`src/rtl/axi_lite_pkg.sv`:
```
// Shared AXI4-Lite definitions for the write master and its companion slave.
package axi_lite_pkg;

    localparam int unsigned ADDR_W = 32;
    localparam int unsigned DATA_W = 32;
    localparam int unsigned STRB_W = DATA_W / 8;
    localparam int unsigned RESP_W = 2;

    localparam logic [RESP_W-1:0] RESP_OKAY   = 2'b00;
    localparam logic [RESP_W-1:0] RESP_SLVERR = 2'b10;

    typedef enum logic [1:0] {
        ST_IDLE   = 2'd0,
        ST_SEND   = 2'd1,
        ST_WAIT_B = 2'd2,
        ST_RESP   = 2'd3
    } state_e;

    // One latched user write command.
    typedef struct packed {
        logic [ADDR_W-1:0] addr;
        logic [DATA_W-1:0] data;
        logic [STRB_W-1:0] strb;
    } wr_cmd_t;

endpackage

```
`src/rtl/axi_lite_write_master.sv`:
```
// AXI4-Lite write master: one outstanding write, independent AW/W beats,
// B response returned to the user, watchdog abort on a hung slave.
module axi_lite_write_master
    import axi_lite_pkg::*;
#(
    parameter int unsigned TIMEOUT = 256,
    parameter int unsigned CNT_W   = 16
) (
    input  logic              m_axi_aclk,
    input  logic              m_axi_aresetn,
    input  logic              cmd_valid,
    output logic              cmd_ready,
    input  logic [ADDR_W-1:0] cmd_addr,
    input  logic [DATA_W-1:0] cmd_data,
    input  logic [STRB_W-1:0] cmd_strb,
    output logic              rsp_valid,
    input  logic              rsp_ready,
    output logic [RESP_W-1:0] rsp_resp,
    output logic              rsp_timeout,
    output logic              m_axi_awvalid,
    output logic [ADDR_W-1:0] m_axi_awaddr,
    input  logic              m_axi_awready,
    output logic              m_axi_wvalid,
    output logic [DATA_W-1:0] m_axi_wdata,
    output logic [STRB_W-1:0] m_axi_wstrb,
    input  logic              m_axi_wready,
    input  logic              m_axi_bvalid,
    input  logic [RESP_W-1:0] m_axi_bresp,
    output logic              m_axi_bready,
    output logic [CNT_W-1:0]  txn_count
);

    localparam int unsigned      TMR_W    = $clog2(TIMEOUT);
    localparam logic [TMR_W-1:0] TMR_LAST = TMR_W'(TIMEOUT - 1);

    state_e            state_q, state_d;
    wr_cmd_t           cmd_q, cmd_d;
    logic              cmd_ready_q, cmd_ready_d;
    logic              awvalid_q, awvalid_d;
    logic              wvalid_q, wvalid_d;
    logic              bready_q, bready_d;
    logic              aw_done_q, aw_done_d;
    logic              w_done_q, w_done_d;
    logic              b_done_q, b_done_d;
    logic [RESP_W-1:0] bresp_q, bresp_d;
    logic [TMR_W-1:0]  timer_q, timer_d;
    logic              rsp_valid_q, rsp_valid_d;
    logic [RESP_W-1:0] rsp_resp_q, rsp_resp_d;
    logic              rsp_timeout_q, rsp_timeout_d;
    logic [CNT_W-1:0]  txn_cnt_q, txn_cnt_d;

    logic aw_hs, w_hs, b_hs;

    assign aw_hs = awvalid_q & m_axi_awready;
    assign w_hs  = wvalid_q & m_axi_wready;
    assign b_hs  = bready_q & m_axi_bvalid;

    // State and output registers; reset aborts any transaction in flight.
    always_ff @(posedge m_axi_aclk or negedge m_axi_aresetn) begin
        if (!m_axi_aresetn) begin
            state_q       <= ST_IDLE;
            cmd_q         <= '0;
            cmd_ready_q   <= 1'b1;
            awvalid_q     <= 1'b0;
            wvalid_q      <= 1'b0;
            bready_q      <= 1'b0;
            aw_done_q     <= 1'b0;
            w_done_q      <= 1'b0;
            b_done_q      <= 1'b0;
            bresp_q       <= '0;
            timer_q       <= '0;
            rsp_valid_q   <= 1'b0;
            rsp_resp_q    <= '0;
            rsp_timeout_q <= 1'b0;
            txn_cnt_q     <= '0;
        end else begin
            state_q       <= state_d;
            cmd_q         <= cmd_d;
            cmd_ready_q   <= cmd_ready_d;
            awvalid_q     <= awvalid_d;
            wvalid_q      <= wvalid_d;
            bready_q      <= bready_d;
            aw_done_q     <= aw_done_d;
            w_done_q      <= w_done_d;
            b_done_q      <= b_done_d;
            bresp_q       <= bresp_d;
            timer_q       <= timer_d;
            rsp_valid_q   <= rsp_valid_d;
            rsp_resp_q    <= rsp_resp_d;
            rsp_timeout_q <= rsp_timeout_d;
            txn_cnt_q     <= txn_cnt_d;
        end
    end

    // Next-state and next-output logic.
    always_comb begin
        state_d       = state_q;
        cmd_d         = cmd_q;
        cmd_ready_d   = cmd_ready_q;
        awvalid_d     = awvalid_q;
        wvalid_d      = wvalid_q;
        bready_d      = bready_q;
        aw_done_d     = aw_done_q;
        w_done_d      = w_done_q;
        b_done_d      = b_done_q;
        bresp_d       = bresp_q;
        timer_d       = timer_q;
        rsp_valid_d   = rsp_valid_q;
        rsp_resp_d    = rsp_resp_q;
        rsp_timeout_d = rsp_timeout_q;
        txn_cnt_d     = txn_cnt_q;

        unique case (state_q)
            ST_IDLE: begin
                if (cmd_valid) begin
                    cmd_d       = '{addr: cmd_addr, data: cmd_data, strb: cmd_strb};
                    cmd_ready_d = 1'b0;
                    awvalid_d   = 1'b1;
                    wvalid_d    = 1'b1;
                    bready_d    = 1'b1;
                    aw_done_d   = 1'b0;
                    w_done_d    = 1'b0;
                    b_done_d    = 1'b0;
                    timer_d     = '0;
                    state_d     = ST_SEND;
                end
            end

            ST_SEND, ST_WAIT_B: begin
                aw_done_d = aw_done_q | aw_hs;
                w_done_d  = w_done_q | w_hs;
                if (aw_hs) awvalid_d = 1'b0;
                if (w_hs)  wvalid_d  = 1'b0;
                // B may arrive before AW/W are both done; the slave only pulses it.
                if (b_hs) begin
                    b_done_d = 1'b1;
                    bresp_d  = m_axi_bresp;
                end
                bready_d = ~b_done_d;
                timer_d  = timer_q + TMR_W'(1);

                // A transaction that completes on the watchdog's last cycle still counts as done.
                if (aw_done_d && w_done_d && b_done_d) begin
                    bready_d      = 1'b0;
                    rsp_valid_d   = 1'b1;
                    rsp_resp_d    = bresp_d;
                    rsp_timeout_d = 1'b0;
                    state_d       = ST_RESP;
                end else if (timer_q == TMR_LAST) begin
                    awvalid_d     = 1'b0;
                    wvalid_d      = 1'b0;
                    bready_d      = 1'b0;
                    rsp_valid_d   = 1'b1;
                    rsp_resp_d    = RESP_SLVERR;
                    rsp_timeout_d = 1'b1;
                    state_d       = ST_RESP;
                end else if (aw_done_d && w_done_d) begin
                    state_d = ST_WAIT_B;
                end
            end

            ST_RESP: begin
                if (rsp_ready) begin
                    if (!rsp_timeout_q) txn_cnt_d = txn_cnt_q + CNT_W'(1);
                    rsp_valid_d   = 1'b0;
                    rsp_resp_d    = '0;
                    rsp_timeout_d = 1'b0;
                    cmd_ready_d   = 1'b1;
                    state_d       = ST_IDLE;
                end
            end

            default: state_d = ST_IDLE;
        endcase
    end

    assign cmd_ready     = cmd_ready_q;
    assign rsp_valid     = rsp_valid_q;
    assign rsp_resp      = rsp_resp_q;
    assign rsp_timeout   = rsp_timeout_q;
    assign m_axi_awvalid = awvalid_q;
    assign m_axi_awaddr  = cmd_q.addr;
    assign m_axi_wvalid  = wvalid_q;
    assign m_axi_wdata   = cmd_q.data;
    assign m_axi_wstrb   = cmd_q.strb;
    assign m_axi_bready  = bready_q;
    assign txn_count     = txn_cnt_q;

endmodule
```
`config.mk`:
```
export PLATFORM = sky130hd
export DESIGN_NAME = axi_lite_write_master
export DESIGN_NICKNAME = d
export VERILOG_FILES = /design/src/rtl/axi_lite_pkg.sv /design/src/rtl/axi_lite_write_master.sv
export SDC_FILE = /design/constraint.sdc
export NUM_CORES = 1
export LEC_CHECK = 0
export ABC_AREA = 1
export ABC_CLOCK_PERIOD_IN_PS = 1800
export CAP_MARGIN = 20
export CORE_UTILIZATION = 30
export DETAILED_ROUTE_END_ITERATION = 16
export PLACE_DENSITY = 0.6
export SLEW_MARGIN = 20
export SYNTH_ARGS = -nofsm -noshare
export SYNTH_HDL_FRONTEND = slang
export SYNTH_SLANG_ARGS = --single-unit
```
`constraint.sdc`:
```
create_clock -name m_axi_aclk -period 1.8 [get_ports m_axi_aclk]
set_clock_uncertainty 0.1 [all_clocks]
set_input_delay 0.36 -clock m_axi_aclk [delete_from_list [all_inputs] [get_ports m_axi_aclk]]
set_output_delay 0.36 -clock m_axi_aclk [all_outputs]
set_load 0.005 [all_outputs]
```
==> results.yml <==
outcome:
  status: "complete, no violations"
global_route:
  overflow: 0
  antenna_found_initial: 0
  track_usage: 0.163
  grt_pass1_vias: 4223
  grt_max_degree: 46
  grt_pass1_wl_microns: 20800
min_path:
  hp-class: "in2async"
synth:
  netlist_area_sq_um: 4660
  synth-seq-cells: 107
  yosysTopAreaCell: "dfrtp_1"
  yosys-top-cells-area: "dfrtp_1, nand2_1, inv_1"
  syn_nets: 655
  synth_area_per_cell_sq_um: 8.13
  netlist_instances: 574
  ys_types: 29
  synth-seq-area-share: 0.574
  synth_warnings: 0
  synthDominantCellAreaShare: 0.569
worst_setup_path:
  crit_path_end_kind: "output port"
  worstSetupPathDepth: 1
  crit_chain: "clkdlybuf4s50_1"
  worst_path_largest_cell_delay_ns: 0.53
  r2r_cells: 8
  crit_fanout: 5
  crit_buf_inv: 1
  worst-endpoint-arrival_ns: 1.28
  required_ns: 1.34
  setup.worst_path.start_class: "flip-flop"
  cp_top_family: "buffers and inverters"
  critPathSlowestCell: "clkdlybuf4s50_1"
  path_class: "reg2out"
cts:
  cts_sinks: 107
  insertion_delay_ns: 0.34
  cts-root-buf: "clkbuf_16"
  tritoncts: "built"
  clk_path_buf_depth: 2
  h-tree-depth: 3
  clkTransAtPathRegs_ns: 0.07
  numCtsBuffers: 9
drt:
  vias_per_cell: 4.41
  wirelength_microns: 12500
  final_antenna_net_count: 0
  drc_errors: 0
  wl_per_cell_microns: 13.1
  drt-initial-drc-count: 326
  via_count: 4219
  dr.pass1.iters: 4
die:
  initial_core_util: 0.307
  die_area_sq_um: 16100
  core.rowCount: 45
  die_height_microns: 127
  io_pins: 169
  die_w_microns: 127
  core_sq_um: 15200
timing:
  tns_ns: 0
  finalSetupViolCount: 0
  whs_ns: 0.381
  slew_viol_final: 0
  grt_setup_unrepaired: "no"
  timing.final.crit_share: 0.968
  tightest_slew_ns: 0.379
  slew_headroom: 0.747
  fmax_ghz: 0.574
  hold_viol: 0
  period_needed_ns: 1.74
placement:
  gp_congestion: 0.829
  placed_area_sq_um: 6710
  dpl.cell_count: 932
  io_buffer_count: 168
  hpwl_microns: 9020
power_and_ir_drop:
  power-per-cell-area_nw_per_um2: 1540
  ir_worst_vdd_mv: 0.674
  p_leak_nw: 3.51
final_layout:
  drive_above_1_share: 0.0807
  layout.nets: 847
  final_cell_count_no_fill: 956
  n_antenna_cell: 0
  area_growth_syn_to_layout_pct: 51.7
  design_area_sq_um: 7080
flow_run:
  maxCapViolCount: 0
## synthesized netlist by cell type
cell type,number
buf_4,2
o21ai_2,1
nand2_1,305
dfstp_2,1
nand3_2,2
nor3_1,3
o211ai_1,1
and3_1,1
ha_1,4
a22o_1,1
buf_2,10
nand4_1,8
or2_1,1
nor2_4,2
inv_1,40
o21ai_0,15
o21ba_2,1
xnor2_1,3
dfrtp_1,106
a31oi_1,1
nand2_2,3
nand3_1,12
inv_2,2
clkbuf_1,5
nor3_2,1
nor2_1,30
xor2_1,5
a21oi_1,7
nor2_2,1
## report_power, final
group / internal [W] / total [W] / leakage (nW) / switching (W)
clock: 0.000992 / 0.00184 / 0.133 / 0.000847
sequential: 0.00343 / 0.00406 / 1.33 / 0.000631
combinational: 0.00269 / 0.00503 / 2.04 / 0.00233
## logic make-up (layout without fill, tap and decap cells)
group / after synthesis / in the layout / synth area share
adders and majority gates: 4 / 4 / 0.0107
DFF: 107 / 107 / 0.574
AOI/OAI and AO/OA: 27 / 27 / 0.0325
buffers and inverters: 59 / 253 / 0.0518
xor gates and xnor gates: 8 / 8 / 0.0150
and+or+nand+nor: 369 / 369 / 0.316
## state kept, by name, summed over array words and instances, names as in the netlist
signal / count
m_axi_awaddr: 32
m_axi_wdata: 32
txn_count: 16
timer_q: 8
m_axi_wstrb: 4
bresp_q: 2
rsp_resp: 2
state_q: 2
aw_done_q: 1
b_done_q: 1
cmd_ready: 1
m_axi_awvalid: 1
m_axi_bready: 1
m_axi_wvalid: 1
rsp_timeout: 1
rsp_valid: 1
w_done_q: 1
## timing repair
item | CTS | global route
hold buffers | 1 | 0
setup buffers | 2 | 8
endpoints found under the hold margin | 24 | 0
setup endpoints to repair | 5 | 10
resized for setup | 3 | 4
pin swaps | 0 | 0
## metal layers
metal | part of all wire | vias to the layer above | track usage
li1 | - | 2133 | -
met1 | 0.45 | 1948 | 0.207
met2 | 0.46 | 133 | 0.258
met3 | 0.081 | 5 | 0.0704
met4 | 0.0082 | 0 | 0.0378
met5 | 0 | - | 0
## layout make-up
type	instances	area, sq um
fillers	1459	8120
flip-flops and latches	107	2680
inverters	42	158
well taps	188	235
clock buffers	11	253
repair buffers	198	1980
multi-input cells	408	1750
clock inverters	2	13.8
## cells in the final DEF, fill, tap and decap left out, types with 2 or more instances in the layout
| cell | synthesis | routed |
|---|---|---|
| nand2_1 | 305 | 305 |
| nor2_1 | 30 | 29 |
| dfrtp_1 | 106 | 102 |
| xnor2_1 | 3 | 3 |
| nor2_2 | 1 | 2 |
| a21oi_1 | 7 | 7 |
| o21ai_0 | 15 | 15 |
| nor2_4 | 2 | 2 |
| nand2_2 | 3 | 3 |
| nand4_1 | 8 | 8 |
| buf_4 | 2 | 24 |
| nor3_1 | 3 | 3 |
| nand3_2 | 2 | 2 |
| buf_12 | 0 | 6 |
| nand3_1 | 12 | 12 |
| clkbuf_16 | 0 | 9 |
| xor2_1 | 5 | 5 |
| inv_1 | 40 | 40 |
| dfrtp_2 | 0 | 4 |
| inv_2 | 2 | 2 |
| clkbuf_8 | 0 | 2 |
| clkdlybuf4s50_1 | 0 | 166 |
| ha_1 | 4 | 4 |
## stage by stage
step / setup slack [ns] / util / power, W
3_3_place_gp: 0.0106 / 0.442 / 0.00894
2_1_floorplan: 0.301 / - / 0.00622
5_1_grt: 0.00386 / 0.466 / 0.0119
4_1_cts: 0.0113 / 0.461 / 0.0110
6_report: 0.0570 / 0.466 / 0.0109
3_5_place_dp: -0.000155 / 0.442 / 0.00903
## worst paths after layout
kind,start,to,slack (ns)
min,m_axi_aresetn,m_axi_wdata[13]$_DFFE_PN0P_,0.38
max in group asynchronous,m_axi_aresetn,cmd_ready$_DFFE_PN1P_,0.64
max reg2reg,state_q[0]$_DFFE_PN0P_,rsp_resp[0]$_DFFE_PN0P_,0.18
min in group m_axi_aclk,m_axi_wdata[14]$_DFFE_PN0P_,m_axi_wdata[14]$_DFFE_PN0P_,0.38
max,txn_count[0]$_DFFE_PN0P_,txn_count[0],0.06
min reg2reg,m_axi_wdata[14]$_DFFE_PN0P_,m_axi_wdata[14]$_DFFE_PN0P_,0.38
Power figures use the tool's default switching activity.
